### config.mk
export PLATFORM = sky130hd
export DESIGN_NAME = sim_run_ctrl_flat
export DESIGN_NICKNAME = d
export VERILOG_FILES = /design/src/rtl/sim_run_ctrl_if.sv /design/src/rtl/sim_run_ctrl.sv /design/src/flat_wrapper.sv
export SDC_FILE = /design/constraint.sdc
export NUM_CORES = 1
export LEC_CHECK = 0
export ABC_CLOCK_PERIOD_IN_PS = 2750
export BUFFER_PORTS_ARGS = -buffer_cell sky130_fd_sc_hd__buf_2
export CELL_PAD_IN_SITES_DETAIL_PLACEMENT = 1
export CELL_PAD_IN_SITES_GLOBAL_PLACEMENT = 2
export CORE_MARGIN = 4
export CORE_UTILIZATION = 35
export CTS_CLUSTER_DIAMETER = 60
export CTS_CLUSTER_SIZE = 16
export DETAILED_ROUTE_END_ITERATION = 7
export PLACE_DENSITY = 0.77
export SETUP_SLACK_MARGIN = 0.5
export SYNTH_ARGS = -nofsm -noshare
export SYNTH_HDL_FRONTEND = slang
export SYNTH_SLANG_ARGS = --single-unit
### constraint.sdc
create_clock -name clk -period 2.75 [get_ports clk]
set_input_delay 0.1375 -clock clk [delete_from_list [all_inputs] [get_ports clk]]
set_output_delay 0.1375 -clock clk [all_outputs]
set_load 0.05 [all_outputs]
### src/rtl/sim_run_ctrl_if.sv
// Run-control bundle between sim_run_ctrl (master) and the core/testbench side (slave).
interface sim_run_ctrl_if #(
    parameter int unsigned CNT_W = 40
);
    logic             commit_valid;
    logic             halt_req;
    logic             core_rst;
    logic             done;
    logic [1:0]       status;
    logic [CNT_W-1:0] cycles;
    logic [CNT_W-1:0] commits;

    modport master (
        input  commit_valid, halt_req,
        output core_rst, done, status, cycles, commits
    );

    modport slave (
        output commit_valid, halt_req,
        input  core_rst, done, status, cycles, commits
    );
endinterface

### src/rtl/sim_run_ctrl.sv
// Simulation run controller: core reset sequencing, cycle/commit counting, halt/timeout/stall exit.
// Define SIM_RUN_CTRL_STALL_EN to compile in the commit-stall watchdog (status 11).
module sim_run_ctrl #(
    parameter int unsigned     CNT_W       = 40,
    parameter int unsigned     RST_CYCLES  = 5,
    parameter longint unsigned TIMEOUT     = 64'd1500000000,
    parameter int unsigned     STALL_LIMIT = 1000000,
    parameter int unsigned     HALT_DRAIN  = 16
) (
    input  logic           clk,
    input  logic           rst,
    sim_run_ctrl_if.master io_bus
);
    typedef enum logic [1:0] {S_RESET, S_RUN, S_DRAIN, S_DONE} state_t;

    localparam logic [1:0] ST_RUNNING = 2'b00;
    localparam logic [1:0] ST_HALTED  = 2'b01;
    localparam logic [1:0] ST_TIMEOUT = 2'b10;
    localparam logic [1:0] ST_STALL   = 2'b11;

    localparam logic [CNT_W-1:0] ONE          = CNT_W'(1);
    localparam logic [CNT_W-1:0] RST_LAST     = CNT_W'(RST_CYCLES - 1);
    localparam logic [CNT_W-1:0] TIMEOUT_LAST = CNT_W'(TIMEOUT - 1);
    localparam logic [CNT_W-1:0] DRAIN_LAST   = CNT_W'(HALT_DRAIN - 1);

    state_t           r_state;
    logic             r_core_rst;
    logic             r_done;
    logic [1:0]       r_status;
    logic [CNT_W-1:0] r_cycles;
    logic [CNT_W-1:0] r_commits;
    logic [CNT_W-1:0] r_rst_cnt;
    logic [CNT_W-1:0] r_drain_cnt;

    logic [CNT_W-1:0] w_cycles_inc;
    logic [CNT_W-1:0] w_commits_inc;
    logic             w_timeout;
    logic             w_stall;

    // Saturating increments: counters stick at all-ones instead of wrapping.
    assign w_cycles_inc  = (&r_cycles) ? r_cycles : r_cycles + ONE;
    assign w_commits_inc = (io_bus.commit_valid && !(&r_commits)) ? r_commits + ONE : r_commits;
    assign w_timeout     = (TIMEOUT != 0) && (r_cycles == TIMEOUT_LAST);

`ifdef SIM_RUN_CTRL_STALL_EN
    localparam logic [CNT_W-1:0] STALL_LAST = CNT_W'(STALL_LIMIT - 1);

    logic [CNT_W-1:0] r_idle_cnt;

    assign w_stall = (r_idle_cnt == STALL_LAST) && !io_bus.commit_valid;

    always_ff @(posedge clk) begin
        if (rst || (r_state != S_RUN) || io_bus.commit_valid) begin
            r_idle_cnt <= '0;
        end else begin
            r_idle_cnt <= r_idle_cnt + ONE;
        end
    end
`else
    // Watchdog compiled out; the term only keeps STALL_LIMIT referenced.
    assign w_stall = 1'b0 & (STALL_LIMIT != 0);
`endif

    always_ff @(posedge clk) begin
        if (rst) begin
            r_state     <= S_RESET;
            r_core_rst  <= 1'b1;
            r_done      <= 1'b0;
            r_status    <= ST_RUNNING;
            r_cycles    <= '0;
            r_commits   <= '0;
            r_rst_cnt   <= '0;
            r_drain_cnt <= '0;
        end else begin
            case (r_state)
                S_RESET: begin
                    if (r_rst_cnt == RST_LAST) begin
                        r_state    <= S_RUN;
                        r_core_rst <= 1'b0;
                    end else begin
                        r_rst_cnt <= r_rst_cnt + ONE;
                    end
                end
                S_RUN: begin
                    r_cycles  <= w_cycles_inc;
                    r_commits <= w_commits_inc;
                    if (io_bus.halt_req) begin
                        if (HALT_DRAIN == 0) begin
                            r_state  <= S_DONE;
                            r_done   <= 1'b1;
                            r_status <= ST_HALTED;
                        end else begin
                            r_state     <= S_DRAIN;
                            r_drain_cnt <= '0;
                        end
                    end else if (w_timeout) begin
                        r_state  <= S_DONE;
                        r_done   <= 1'b1;
                        r_status <= ST_TIMEOUT;
                    end else if (w_stall) begin
                        r_state  <= S_DONE;
                        r_done   <= 1'b1;
                        r_status <= ST_STALL;
                    end
                end
                S_DRAIN: begin
                    r_cycles  <= w_cycles_inc;
                    r_commits <= w_commits_inc;
                    if (r_drain_cnt == DRAIN_LAST) begin
                        r_state  <= S_DONE;
                        r_done   <= 1'b1;
                        r_status <= ST_HALTED;
                    end else begin
                        r_drain_cnt <= r_drain_cnt + ONE;
                    end
                end
                S_DONE: begin
                    r_state <= S_DONE;
                end
                default: begin
                    r_state <= S_RESET;
                end
            endcase
        end
    end

    assign io_bus.core_rst = r_core_rst;
    assign io_bus.done     = r_done;
    assign io_bus.status   = r_status;
    assign io_bus.cycles   = r_cycles;
    assign io_bus.commits  = r_commits;
endmodule
### src/flat_wrapper.sv
// flat-port wrapper written by rule: the top's interface ports become plain ports
module sim_run_ctrl_flat 
#(
    parameter int unsigned     CNT_W       = 40,
    parameter int unsigned     RST_CYCLES  = 5,
    parameter longint unsigned TIMEOUT     = 64'd1500000000,
    parameter int unsigned     STALL_LIMIT = 1000000,
    parameter int unsigned     HALT_DRAIN  = 16
)
  (clk, rst, io_bus_commit_valid, io_bus_halt_req, io_bus_core_rst, io_bus_done, io_bus_status, io_bus_cycles, io_bus_commits);
  sim_run_ctrl_if #(.CNT_W(CNT_W)) io_bus_i ();
  input  logic clk;
  input  logic rst;
  input wire logic [$bits(io_bus_i.commit_valid)-1:0] io_bus_commit_valid;
  input wire logic [$bits(io_bus_i.halt_req)-1:0] io_bus_halt_req;
  output wire logic [$bits(io_bus_i.core_rst)-1:0] io_bus_core_rst;
  output wire logic [$bits(io_bus_i.done)-1:0] io_bus_done;
  output wire logic [$bits(io_bus_i.status)-1:0] io_bus_status;
  output wire logic [$bits(io_bus_i.cycles)-1:0] io_bus_cycles;
  output wire logic [$bits(io_bus_i.commits)-1:0] io_bus_commits;
  assign io_bus_i.commit_valid = io_bus_commit_valid;
  assign io_bus_i.halt_req = io_bus_halt_req;
  assign io_bus_core_rst = io_bus_i.core_rst;
  assign io_bus_done = io_bus_i.done;
  assign io_bus_status = io_bus_i.status;
  assign io_bus_cycles = io_bus_i.cycles;
  assign io_bus_commits = io_bus_i.commits;
  sim_run_ctrl #(.CNT_W(CNT_W), .RST_CYCLES(RST_CYCLES), .TIMEOUT(TIMEOUT), .STALL_LIMIT(STALL_LIMIT), .HALT_DRAIN(HALT_DRAIN)) u_core (.clk(clk), .rst(rst), .io_bus(io_bus_i));
endmodule
==> summary.md <==
| Metric | Value |
|---|---|
| Status | complete, no violations |
| Worst Path Max Fanout | 18 |
| Place WS | 0.253 ns |
| Nets | 1185 |
| TNS Setup | 0 ns |
| Initial antenna violation count | 0 |
| Share of cells above drive strength 1 | 21.9% |
| Top Ports | 88 |
| Average size of a mapped cell | 8.06 um^2 |
| Post-synth EDFFs | 0 |
| Clk slew on worst S/H paths | 0.07 ns |
| # clock sinks | 166 |
| Area contributors post-synth | dfxtp_1 39%, xnor2_1 8.6%, nor2_1 7.1% |
| Synth Register Bits | 166 |
| Hold Vio Cnt, Final | 0 |
| Comb power frac | 18.5% |
| Root Buffer | clkbuf_16 |
| Number of diodes | 0 |
| Worst hold margin | 0.102 ns |
| Ys Warns | 0 |
| Core ar. | 24200 um^2 |
| Max-cap viol count | 0 |
| Gp weighted congestion | 0.769 |
| Via count | 8276 |
| Worst-margin pin slew | 0.567 ns |
| Relative slew slack | 61.9% |
| Vias in the first global route | 8429 |
| Synth-to-Final Area Change | 22.3% |
| Mapped Nets | 1080 |
| Dpl hpwl | 18.1 mm |
| Slew Limit Fails | 0 |
| CP max stage cell | dfxtp_1 |
| Worst setup EP type | register |
| P_leak | 3.59 nW |
| First-pass GRT wire length | 43.6 mm |
| Routed wire per std cell | 17.5 um |
| Largest net degree at the start of global routing | 94 |
| Buffers on Ports | 87 |
| RSZ-0062 raised after global routing | yes |
| Fill cells | 2933 |
| Critical path class | reg -> reg |
| Worst hold-check path type | in -> reg |
| Synthesized area | 8590 um^2 |
| Gr usage total | 19.5% |
| Yosys top cell area share | 38.7% |
| Initial DRC Count | 391 |
| Synth cell types | 74 |
| Hold buffer count at cts | 0 |
| Psw | 0.00191 W |
| Setup Skew | 0.0138 ns |
| Fmax | 0.466 GHz |
| Reg power frac | 41.0% |
| Die Height | 165 um |
| Max IR drop VDD | 296 uV |
| Internal | 0.00419 W |
| CTS Buf Count | 17 |
| CTS tree | yes |
| CP arrival | 2.48 ns |
| Rows | 57 |
| H-tree Lvls | 4 |
| Routed WL | 26.4 mm |
| Clock Power Share | 40.5% |
| Clock buffer depth | 2 |
| Post-synthesis async set-or-reset flop share | 0% |
| Mapped Cells | 1066 |
| Top FF cell, synth | dfxtp_1 |
| Register area share after synthesis | 38.7% |
| Clk_lat worst skew | 0.43 ns |
| Critical Path RT | 3.08 ns |
| Most area-hungry cell type in the Yosys netlist | dfxtp_1 |
| PwrDens | 580 nW/um^2 |
| Initial core utilization | 35.4% |
| Setup WS post-layout | 0.604 ns |
| Sw Ratio | 31.3% |
| Die area | 27100 um^2 |
| DRC violations left | 0 |
| Kind of cell with the highest combined delay on the critical path | compound AO/OA/AOI/OAI gates |
| Crit path cell chain | ha_2 > and3_1 > nand4_1 > buf_4 > o41ai_4 > buf_6 > a21oi_1 > a211oi_1 |
| 1st-pass router iterations | 4 |
| Endpoints failing setup | 0 |
| Period utilization | 78.0% |
| Final min period | 2.15 ns |
| CP peak stage delay | 0.40 ns |
| Buf/Inv on CP | 2 |
| Crit start category | register |
| Width of the chip | 165 um |
| Vias/cell | 5.49 |
| Post-DRT Antenna Nets | 0 |
| Grt total ovfl | 0 |
worst paths after layout:
check,startpoint,to,cells past startpoint,slack [ns]
max,u_core.r_drain_cnt[0]$_SDFFE_PP0P_,u_core.r_drain_cnt[34]$_SDFFE_PP0P_,8,0.60
min,rst,u_core.io_bus.commits[20]$_SDFFE_PP0P_,2,0.10
max reg2reg,u_core.r_drain_cnt[0]$_SDFFE_PP0P_,u_core.r_drain_cnt[34]$_SDFFE_PP0P_,8,0.60
min reg2reg,u_core.io_bus.core_rst$_SDFFE_PP1P_,u_core.io_bus.core_rst$_SDFFE_PP1P_,1,0.46
registers in the layout, indices dropped and copies added (netlist names):
register / count
u_core.r_drain_cnt: 40
u_core.io_bus.cycles: 40
u_core.r_rst_cnt: 40
u_core.io_bus.status: 2
u_core.r_state: 2
u_core.io_bus.core_rst: 1
u_core.io_bus.commits: 40
u_core.io_bus.done: 1
routing by layer:
layer  routed length [um]  track usage, %  up-vias
met3                  590            3.14       19
met4                  302            4.61        0
met2                12700            32.9       86
li1                     -               -     4070
met1                12900            26.2     4101
met5                    0               0        -
cell usage in the layout, fill, tap and decap left out, types with 5 or more instances in the layout:
cell type	synthesis	final
nor2_2	1	7
nor4_1	41	37
a21oi_1	62	61
inv_6	0	5
nand4_1	48	48
nand2_1	85	82
ha_1	10	6
and3_1	21	19
dfxtp_2	0	26
a31oi_1	8	8
xnor2_1	84	84
inv_1	23	21
buf_6	1	6
o21ai_0	32	32
and4_1	15	15
dfxtp_1	166	139
a2111oi_1	3	8
a211oi_1	14	14
or4_1	10	8
or3_1	11	11
buf_4	1	44
nor3_1	42	42
nor4b_2	0	5
a311oi_1	12	12
nand3_1	56	53
xor2_1	18	18
nor2_1	162	156
clkbuf_16	0	17
buf_2	13	87
o31ai_1	6	5
timing repair:
action,in CTS,in global routing
hold endpoints to repair,0,0
gates resized for setup,24,38
cloned,1,2
pin swaps,5,7
endpoints found under the setup margin,80,60
setup buffers,6,9
power groups by stage:
| stage | logic [W] | registers, W | clock network (W) |
|---|---|---|---|
| global placement | 0.000942 | 0.00255 | 0 |
| floorplan | 0.000551 | 0.00260 | 0 |
| CTS | 0.00103 | 0.00250 | 0.00254 |
| global route | 0.00123 | 0.00250 | 0.00263 |
| detailed placement | 0.000967 | 0.00255 | 0 |
| finish | 0.00113 | 0.00250 | 0.00247 |
cell usage after synthesis (all sizes together), types with 2 or more instances:
cell and number:
nand4 49, ha 10, xor2 18, o21ai 33, a31oi 8, nor2 163, and3 22, nor4 44
nor4b 8, or4 10, o41ai 2, a21o 3, o21a 4, inv 23, or3 11, or2 5
a211oi 14, a311oi 12, nand2 86, nand2b 3, nand3 57, buf 17, nor4bb 2, a2111oi 9
and2 4, nor2b 2, nor3 44, a31o 2, dfxtp 166, a21boi 2, a21oi 62, a41oi 2
nor3b 5, mux2i 3, o31ai 7, and4 16, o211ai 3, clkbuf 37, xnor2 84, mux2 2
metrics by stage:
step                      utilization, %  std cells  total power, W  area [um^2]
after global placement              39.3       1458         0.00349         9520
after detailed placement            39.3       1458         0.00352         9520
after floorplan                        -       1066         0.00315         8630
final                               43.3       1508         0.00609        10500
after CTS                           42.3       1497         0.00606        10300
after global routing                43.3       1508         0.00636        10500
kinds of logic after synthesis:
| family | count (synthesis) | synth area share (%) |
|---|---|---|
| buf+inv | 77 | 3.73 |
| xor+xnor | 102 | 10.4 |
| fa+ha+maj | 10 | 1.46 |
| simple gates | 534 | 32.1 |
| mux | 5 | 0.612 |
| compound gates | 172 | 13.0 |
| flops | 166 | 38.7 |
area by class of cell:
class | instances | area, um^2 | area share, %
flip-flops and latches | 166 | 3360 | 32.0
clock buffers | 19 | 453 | 4.31
inverters | 23 | 86.3 | 0.821
well taps | 324 | 405 | 3.86
multi-input cells | 824 | 5210 | 49.5
clock inverters | 13 | 135 | 1.29
repair buffers | 139 | 865 | 8.23
Note: power is estimated with default switching activity, not from simulation.
